<file path="config.mk">
export PLATFORM = sky130hd
export DESIGN_NAME = fetch_unit
export DESIGN_NICKNAME = d
export VERILOG_FILES = /design/src/rtl/fetch_unit_pkg.sv /design/src/rtl/fetch_buffer.sv /design/src/rtl/fetch_unit.sv
export SDC_FILE = /design/constraint.sdc
export NUM_CORES = 1
export LEC_CHECK = 0
export ABC_CLOCK_PERIOD_IN_PS = 6300
export BUFFER_PORTS_ARGS = -buffer_cell sky130_fd_sc_hd__buf_2
export CAP_MARGIN = 20
export CORE_ASPECT_RATIO = 1.2
export CORE_UTILIZATION = 25
export DETAILED_ROUTE_END_ITERATION = 16
export MAX_ROUTING_LAYER = met4
export PLACE_DENSITY = 0.53
export SLEW_MARGIN = 40
export SYNTH_ARGS = -nofsm -noshare
export SYNTH_HDL_FRONTEND = slang
export SYNTH_SLANG_ARGS = --single-unit
</file>
<file path="constraint.sdc">
create_clock -name clock -period 6.3 [get_ports clock]
set_input_delay 1.26 -clock clock [delete_from_list [all_inputs] [get_ports clock]]
set_output_delay 1.26 -clock clock [all_outputs]
set_load 0.01 [all_outputs]
</file>
<file path="src/rtl/fetch_unit_pkg.sv">
// Shared core constants and the fetch-queue entry type.
package fetch_unit_pkg;

    localparam int XLEN = 32;

    localparam logic [XLEN-1:0] NOP              = 32'h0000_0013;
    localparam logic [XLEN-1:0] DEFAULT_RESET_PC = 32'h0000_0000;

    typedef struct packed {
        logic [XLEN-1:0] pc;
        logic [XLEN-1:0] instr;
    } fetch_entry_t;

    function automatic logic [XLEN-1:0] word_align(input logic [XLEN-1:0] addr);
        return {addr[XLEN-1:2], 2'b00};
    endfunction

endpackage

</file>
<file path="src/rtl/fetch_buffer.sv">
// Two-entry FIFO of {PC, instruction}; flush empties it, and a push into a
// full queue is accepted when the head pops in the same cycle.
module fetch_buffer
    import fetch_unit_pkg::*;
(
    input  logic         clock,
    input  logic         reset,
    input  logic         push,
    input  logic         pop,
    input  logic         flush,
    input  fetch_entry_t push_data,
    output fetch_entry_t head,
    output logic [1:0]   count
);

    fetch_entry_t entries [2];
    logic         rd_ptr;
    logic         wr_ptr;
    logic         do_pop;
    logic         do_push;

    assign do_pop  = pop && (count != 2'd0);
    assign do_push = push && ((count != 2'd2) || do_pop);
    assign head    = entries[rd_ptr];

    always_ff @(posedge clock) begin
        if (reset || flush) begin
            rd_ptr <= 1'b0;
            wr_ptr <= 1'b0;
            count  <= 2'd0;
        end else begin
            if (do_push) wr_ptr <= ~wr_ptr;
            if (do_pop)  rd_ptr <= ~rd_ptr;
            count <= count + {1'b0, do_push} - {1'b0, do_pop};
        end
    end

    // NOTE: storage is not reset; count gates every read, so only control state needs it.
    always_ff @(posedge clock) begin
        if (do_push && !(reset || flush)) entries[wr_ptr] <= push_data;
    end

endmodule

</file>
<file path="src/rtl/fetch_unit.sv">
// Instruction fetch: PC register, sequential imem requests, redirect/flush,
// and a 2-entry queue feeding decode over valid/ready.
module fetch_unit
    import fetch_unit_pkg::*;
#(
    parameter logic [XLEN-1:0] RESET_PC = DEFAULT_RESET_PC
) (
    input  logic            clock,
    input  logic            reset,
    input  logic            redirect,
    input  logic [XLEN-1:0] target_PC,
    output logic            imem_req,
    output logic [XLEN-1:0] imem_addr,
    input  logic [XLEN-1:0] imem_rdata,
    output logic            instr_valid,
    input  logic            instr_ready,
    output logic [XLEN-1:0] instruction,
    output logic [XLEN-1:0] PC
);

    logic [XLEN-1:0] fetch_pc;
    logic [XLEN-1:0] req_pc;
    logic [XLEN-1:0] pc_hold;
    logic            inflight;
    logic            discard;
    logic [1:0]      count;
    logic [2:0]      occupancy;
    logic            pop;
    logic            push;
    logic            issue;
    fetch_entry_t    head;
    fetch_entry_t    push_data;

    assign pop = instr_valid && instr_ready;

    // Slots already claimed (queued + in flight) after this cycle's pop;
    // a pop always has count >= 1, so this cannot underflow.
    assign occupancy = {1'b0, count} + {2'b00, inflight} - {2'b00, pop};
    assign issue     = !reset && !redirect && (occupancy < 3'd2);

    // Redirect drops the response arriving this cycle along with the queue.
    assign push      = inflight && !discard && !redirect && !reset;
    assign push_data = '{pc: req_pc, instr: imem_rdata};

    assign imem_req    = issue;
    assign imem_addr   = fetch_pc;
    assign instr_valid = (count != 2'd0);
    assign instruction = instr_valid ? head.instr : NOP;
    assign PC          = instr_valid ? head.pc : pc_hold;

    // NOTE: sequential state uses non-blocking assignments so every register samples pre-edge values.
    always_ff @(posedge clock) begin
        if (reset) begin
            fetch_pc <= RESET_PC;
            req_pc   <= RESET_PC;
            pc_hold  <= RESET_PC;
            inflight <= 1'b0;
            discard  <= 1'b0;
        end else begin
            inflight <= issue;
            if (redirect) begin
                fetch_pc <= word_align(target_PC);
                discard  <= inflight;
            end else begin
                discard <= 1'b0;
                if (issue) fetch_pc <= fetch_pc + 32'd4;
            end
            if (issue)       req_pc  <= fetch_pc;
            if (instr_valid) pc_hold <= head.pc;
        end
    end

    fetch_buffer u_buffer (
        .clock     (clock),
        .reset     (reset),
        .push      (push),
        .pop       (pop),
        .flush     (redirect),
        .push_data (push_data),
        .head      (head),
        .count     (count)
    );

endmodule

</file>
==> impl_metrics.env, run 1 <==
export IMPL_critPathLaunchType="register"
export IMPL_vias_per_cell=4.33
export IMPL_clock_latency_ns=0.52
export IMPL_end_kind="output port"
export IMPL_drv_slew=0
export IMPL_synth_cell_types=48
export IMPL_place_ws_ns=1.57
export IMPL_synth_edff_count=124
export IMPL_place_gp_congestion=0.779
export IMPL_netlist_instances=758
export IMPL_num_vias=6018
export IMPL_cp_max_fo=28
export IMPL_wl_per_cell_um=15.4
export IMPL_die_area_um2=36100
export IMPL_yosysWarnings=0
export IMPL_setup_viol=0
export IMPL_post_cts_resize_count=0
export IMPL_seqPwrFrac=0.513
export IMPL_numCtsBuffers=25
export IMPL_crit_arrival_ns=3.45
export IMPL_yosysSeqAreaShare=0.645
export IMPL_maxSlewHeadroom=0.550
export IMPL_hold_viol_final=0
export IMPL_finClkSkew_ns=0.00831
export IMPL_internal_power_mw=2.41
export IMPL_min_period_ns=4.71
export IMPL_fmax_mhz=212
export IMPL_holdCritPathClass="register to register"
export IMPL_htreeDepth=1
export IMPL_fp_row_count=75
export IMPL_synth_seq_cells=223
export IMPL_clock_sinks=223
export IMPL_worstMarginPinSlew_ns=0.675
export IMPL_post_cts_buffers=0
export IMPL_async_flop_share=0
export IMPL_grt_usage=0.120
export IMPL_fin_area_um2=10900
export IMPL_combPwrFrac=0.054
export IMPL_cp_required_ns=5.04
export IMPL_swShare=0.226
export IMPL_antenna_found_initial=0
export IMPL_yosys_most_used_dff="edfxtp_1"
export IMPL_die_height_um=208
export IMPL_grt_pass1_wl_um=33000
export IMPL_die_w_um=174
export IMPL_worstRegToRegCells=13
export IMPL_nets=984
export IMPL_avgSynthCellArea_um2=11.7
export IMPL_p_leak_nw=3.89
export IMPL_n_antenna_cell=0
export IMPL_clockBufferDepth=3
export IMPL_io_pins=166
export IMPL_place_port_buffers=161
export IMPL_maxCapViolCount=0
export IMPL_ir_worst_vdd_uv=142
export IMPL_hold_depth=0
export IMPL_areaGrowthSynthToFinish_pct=23.2
export IMPL_critical_path_class="register to output port"
export IMPL_syn_cell_area_um2=8840
export IMPL_grt_max_degree=92
export IMPL_detail_route_antenna_nets=0
export IMPL_cts_hold_buf=0
export IMPL_clk_pin_slew_ns=0.06
export IMPL_dr_pass1_iters=7
export IMPL_wl_um=21500
export IMPL_p_switching_mw=0.707
export IMPL_design_core_area_um2=34900
export IMPL_start_util=0.253
export IMPL_first_global_vias=5664
export IMPL_p_total_mw=3.12
export IMPL_root_buffer="clkbuf_16"
export IMPL_drc=0
export IMPL_fin_crit_sh=0.747
export IMPL_final_util=0.312
export IMPL_drive_above_1_share=0.241
export IMPL_status="finished clean"
export IMPL_cts_tree="built"
export IMPL_fillers=3618
export IMPL_dp_hpwl_um=14000
export IMPL_tns_ns=0
export IMPL_dpl_cell_area_um2=10100
export IMPL_rsz0062_at_grt="false"
export IMPL_timing_final_ws_setup_ns=1.59
export IMPL_powerDensity_nw_per_um2=287
export IMPL_grt_ovfl_total=0
export IMPL_drt_iter0_drc=306
export IMPL_power_share_clock=0.433
[placed cells by master, fill, tap and decap left out, types with 6 or more instances in the layout]
cell type / instances
mux2i_1: 63
a21oi_1: 43
o21ai_0: 41
nor2_1: 47
dfxtp_1: 98
xnor2_1: 7
and2_1: 9
a31oi_1: 13
nor3_1: 6
xor2_1: 8
nand4_1: 12
nand2_1: 120
inv_1: 10
edfxtp_1: 124
nor2b_1: 32
a22oi_1: 6
or3_1: 7
buf_4: 9
buf_2: 160
clkbuf_1: 7
clkbuf_16: 25
nand3_1: 12
[critical path, cell delays in order (launching register included)]
cell	delay [ns]
dfxtp_1	0.59
nor2_4	0.05
inv_1	0.21
and2_1	0.17
ha_1	0.22
nand2b_1	0.15
fa_1	0.41
xnor2_1	0.23
nand3_2	0.52
inv_2	0.20
buf_2	0.15
[registers in the layout, summed over array words and instances, names as in the netlist, named ones only]
signal / flops
discard: 1
imem_addr: 30
inflight: 1
pc_hold: 32
req_pc: 30
u_buffer.count: 2
u_buffer.entries: 124
u_buffer.rd_ptr: 1
u_buffer.wr_ptr: 1
[area by class of cell]
| class | instances | area, um^2 | share of cell area |
|---|---|---|---|
| Sequential cell | 223 | 5710 | 0.524 |
| Multi-Input combinational cell | 478 | 2910 | 0.267 |
| Timing Repair Buffer | 171 | 891 | 0.0818 |
| Clock buffer | 33 | 666 | 0.0611 |
| Tap cell | 462 | 578 | 0.0531 |
| Clock inverter | 12 | 91.3 | 0.00839 |
| Inverter | 12 | 45.0 | 0.00414 |
[path summary, 6_finish.rpt]
| check | slack, ns | start | end |
|---|---|---|---|
| max | 1.59 | u_buffer.count[1] | imem_req |
| min | 0.45 | req_pc[8] | u_buffer.entries[1][40] |
| max reg2reg | 2.28 | u_buffer.count[1] | imem_addr[13] |
| min reg2reg | 0.45 | req_pc[8] | u_buffer.entries[1][40] |
[cells in the mapped netlist (3+ instances only)]
| library cell | instances | area share |
|---|---|---|
| o21ai_0 | 41 | 0.023 |
| and2_1 | 10 | 0.0071 |
| ha_1 | 4 | 0.0057 |
| xnor2_1 | 7 | 0.0069 |
| inv_1 | 10 | 0.0042 |
| nor2_1 | 49 | 0.021 |
| a21oi_1 | 43 | 0.024 |
| xor2_1 | 8 | 0.0079 |
| clkbuf_1 | 23 | 0.0098 |
| nand2_1 | 120 | 0.051 |
| mux2_2 | 3 | 0.0038 |
| buf_2 | 19 | 0.011 |
| a22oi_1 | 6 | 0.0051 |
| o22ai_1 | 4 | 0.0028 |
| nor2b_1 | 33 | 0.023 |
| or3_1 | 7 | 0.0050 |
| dfxtp_1 | 99 | 0.22 |
| o211ai_1 | 5 | 0.0042 |
| a31oi_1 | 13 | 0.0092 |
| nand4_1 | 12 | 0.0085 |
| a32oi_1 | 5 | 0.0050 |
| mux2i_1 | 63 | 0.071 |
| edfxtp_1 | 124 | 0.42 |
| nor3_1 | 6 | 0.0034 |
| nand3_1 | 12 | 0.0068 |
[cells by family (layout without fill, tap and decap cells)]
group                    count (synthesis)  in the layout  share of synthesized area
buffers and inverters                   58            228                     0.0282
flip-flops                             223            223                      0.645
AND/OR/NAND/NOR                        266            266                      0.146
other                                    1              2                   0.000424
multiplexers                            66             66                     0.0751
XOR/XNOR                                15             15                     0.0149
adder cells (fa/ha/maj)                  5              5                    0.00792
AO/OA/AOI/OAI                          124            124                     0.0826
[power groups by stage]
stage / Sequential (mW) / Clock [mW] / Combinational (mW)
floorplan: 1.63 / 0 / 0.0920
global placement: 1.63 / 0 / 0.170
detailed placement: 1.63 / 0 / 0.173
CTS: 1.60 / 1.40 / 0.174
global route: 1.60 / 1.46 / 0.189
finish: 1.60 / 1.35 / 0.169
[through the flow]
stage	hold slack [ns]	instances
3_3_place_gp	0.433	1346
3_5_place_dp	0.443	1346
5_1_grt	0.467	1391
4_1_cts	0.454	1391
2_1_floorplan	0.425	759
6_report	0.454	1391
[metal layers]
layer,vias up,share of wire,routed length (um),global-route usage
met2,183,0.46,9880,0.188
met1,2792,0.46,9920,0.157
met4,0,0.024,517,0.0430
met5,-,0,0,-
li1,3006,-,-,-
met3,37,0.054,1160,0.0186
No activity file was read; power rests on OpenSTA's default activity.
==> run 2: changes to the inputs <==
--- a/config.mk
+++ b/config.mk
@@ -5,14 +5,14 @@
 export SDC_FILE = /design/constraint.sdc
 export NUM_CORES = 1
 export LEC_CHECK = 0
-export ABC_CLOCK_PERIOD_IN_PS = 6300
+export ABC_CLOCK_PERIOD_IN_PS = 4050
 export BUFFER_PORTS_ARGS = -buffer_cell sky130_fd_sc_hd__buf_2
 export CAP_MARGIN = 20
 export CORE_ASPECT_RATIO = 1.2
 export CORE_UTILIZATION = 25
 export DETAILED_ROUTE_END_ITERATION = 16
 export MAX_ROUTING_LAYER = met4
-export PLACE_DENSITY = 0.53
+export PLACE_DENSITY = 0.55
 export SLEW_MARGIN = 40
 export SYNTH_ARGS = -nofsm -noshare
 export SYNTH_HDL_FRONTEND = slang
==> constraint.sdc (replaced) <==
create_clock -name clock -period 4.05 [get_ports clock]
set_input_delay 0.81 -clock clock [delete_from_list [all_inputs] [get_ports clock]]
set_output_delay 0.81 -clock clock [all_outputs]
set_load 0.01 [all_outputs]
==> impl_metrics.env, run 2 (same netlist as run 1, synthesis figures left out) <==
export IMPL_hold_start="req_pc[2]"
export IMPL_critPathLaunchType="register"
export IMPL_htreeDepth=1
export IMPL_p_total_mw=5.35
export IMPL_ir_worst_vdd_uv=231
export IMPL_fin_crit_sh=0.948
export IMPL_numCtsBuffers=25
export IMPL_crit_path_start="u_buffer.count[1]"
export IMPL_critPathSlowestCell="dfxtp_1"
export IMPL_die_area_um2=36100
export IMPL_combPwrFrac=0.051
export IMPL_max_stage_delay_ns=0.59
export IMPL_grt_pass1_wl_um=32900
export IMPL_wl_met1_um=9820
export IMPL_areaGrowthSynthToFinish_pct=26.1
export IMPL_powerDensity_nw_per_um2=479
export IMPL_crit_arrival_ns=3.03
export IMPL_dp_hpwl_um=14000
export IMPL_clk_pin_slew_ns=0.06
export IMPL_die_height_um=208
export IMPL_clock_sinks=223
export IMPL_root_buffer="clkbuf_16"
export IMPL_vias_per_cell=4.36
export IMPL_critical_path_class="register to output port"
export IMPL_finalNonFillerCells=1393
export IMPL_largest_register_ffs=124
export IMPL_place_port_buffers=161
export IMPL_wl_per_cell_um=15.4
export IMPL_maxCapViolCount=0
export IMPL_cp_cell_sequence="nor2_4 > inv_1 > and2_1 > ha_1 > nand2b_1 > fa_1 > xnor2_1 > nand3_2 > inv_2 > buf_2"
export IMPL_drive_above_1_share=0.251
export IMPL_fp_row_count=75
export IMPL_drc=0
export IMPL_reg_top3="u_buffer.entries: 124 flops, pc_hold: 32 flops"
export IMPL_die_w_um=174
export IMPL_worstMarginPinSlew_ns=0.733
export IMPL_fillers=3580
export IMPL_post_cts_buffers=0
export IMPL_fmax_mhz=261
export IMPL_antenna_found_initial=1
export IMPL_cts_tree="built"
export IMPL_first_global_vias=5773
export IMPL_largest_register="u_buffer.entries"
export IMPL_holdCritPathClass="register to register"
export IMPL_post_cts_resize_count=0
export IMPL_cp_max_fo=6
export IMPL_seqPwrFrac=0.465
export IMPL_layout_commonest_cell="buf_2"
export IMPL_final_cell_mix="buf_2 (160), edfxtp_1 (124), nand2_1 (120), dfxtp_1 (98), mux2i_1 (63)"
export IMPL_p_switching_mw=1.12
export IMPL_routed_wl_met3_um=1270
export IMPL_swShare=0.209
export IMPL_min_period_ns=3.84
export IMPL_design_core_area_um2=34900
export IMPL_fin_area_um2=11200
export IMPL_start_util=0.253
export IMPL_cp_required_ns=3.24
export IMPL_dr_wl_met2_um=9790
export IMPL_clockBufferDepth=3
export IMPL_drt_iter0_drc=291
export IMPL_setup_viol=0
export IMPL_dr_pass1_iters=9
export IMPL_io_pins=166
export IMPL_end_kind="output port"
export IMPL_cts_hold_buf=0
export IMPL_dpl_cell_count=1347
export IMPL_place_gp_congestion=0.773
export IMPL_clock_latency_ns=0.53
export IMPL_grt_ovfl_total=0
export IMPL_grt_usage=0.120
export IMPL_internal_power_mw=4.23
export IMPL_drv_slew=0
export IMPL_detail_route_antenna_nets=0
export IMPL_num_vias=6069
export IMPL_wl_um=21400
export IMPL_p_leak_nw=4.01
export IMPL_reg2reg_from="u_buffer.count[1]"
export IMPL_routed_top_layer="met4"
export IMPL_finClkSkew_ns=0.0180
export IMPL_power_share_clock=0.484
export IMPL_nets=985
export IMPL_status="finished clean"
export IMPL_hold_viol_final=0
export IMPL_rsz0062_at_grt="false"
export IMPL_maxSlewHeadroom=0.511
export IMPL_dpl_cell_area_um2=10200
export IMPL_grt_max_degree=92
export IMPL_tns_ns=0
[run 2: cell types whose count changed in the layout (fill, tap and decap cells not counted), moves of 2 or more]
| cell | previous run | this run |
|---|---|---|
| buf_12 | 0 | 4 |
| buf_4 | 9 | 6 |
| bufinv_16 | 1 | 7 |
| clkbuf_1 | 7 | 3 |
| clkbuf_8 | 1 | 6 |
| clkinv_1 | 5 | 1 |
| clkinv_2 | 4 | 2 |
[run 2: cell type report]
type | instances | area [um^2] | area share
flip-flops and latches | 223 | 5710 | 0.512
multi-input cells | 478 | 2910 | 0.261
repair buffers | 172 | 948 | 0.0850
clock buffers | 34 | 719 | 0.0645
well taps | 462 | 578 | 0.0518
clock inverters | 11 | 239 | 0.0214
inverters | 12 | 45.0 | 0.00404
diodes | 1 | 2.50 | 0.000224
[run 2: stage by stage]
stage / hold WS, ns / setup slack, ns / utilization
2_1_floorplan: 0.425 / 0.124 / -
6_report: 0.454 / 0.212 / 0.319
3_5_place_dp: 0.445 / 0.527 / 0.292
4_1_cts: 0.445 / 0.162 / 0.319
3_3_place_gp: 0.434 / 0.576 / 0.292
5_1_grt: 0.455 / 0.0258 / 0.319
[run 2: path summary, 6_finish.rpt]
check                                  to  slack [ns]  cells after the start
setup / recovery                 imem_req        0.21                     10
hold / removal    u_buffer.entries[0][34]        0.45                      0
setup reg to reg            imem_addr[11]        0.58                     13
hold reg to reg   u_buffer.entries[0][34]        0.45                      0
[run 2: metal layers]
layer	vias to the layer above	GRT usage
met1	2810	0.154
met2	209	0.186
met4	0	0.0445
met5	-	-
li1	3012	-
met3	38	0.0221
[run 2: power by group through the flow]
stage                     Clock (mW)  Sequential (mW)  Combinational, mW
after floorplan                    0             2.53              0.143
after global routing            2.75             2.49              0.301
after global placement             0             2.53              0.271
after detailed placement           0             2.54              0.275
after CTS                       2.67             2.49              0.276
final                           2.59             2.49              0.271
[run 2: worst max-delay path: cells and delay by family, from the launching register on]
kind / cells / cell delay (ns)
fa+ha+maj: 2 / 0.63
flops: 1 / 0.59
simple gates: 4 / 0.53
buf+inv: 3 / 0.53
xor+xnor: 1 / 0.23
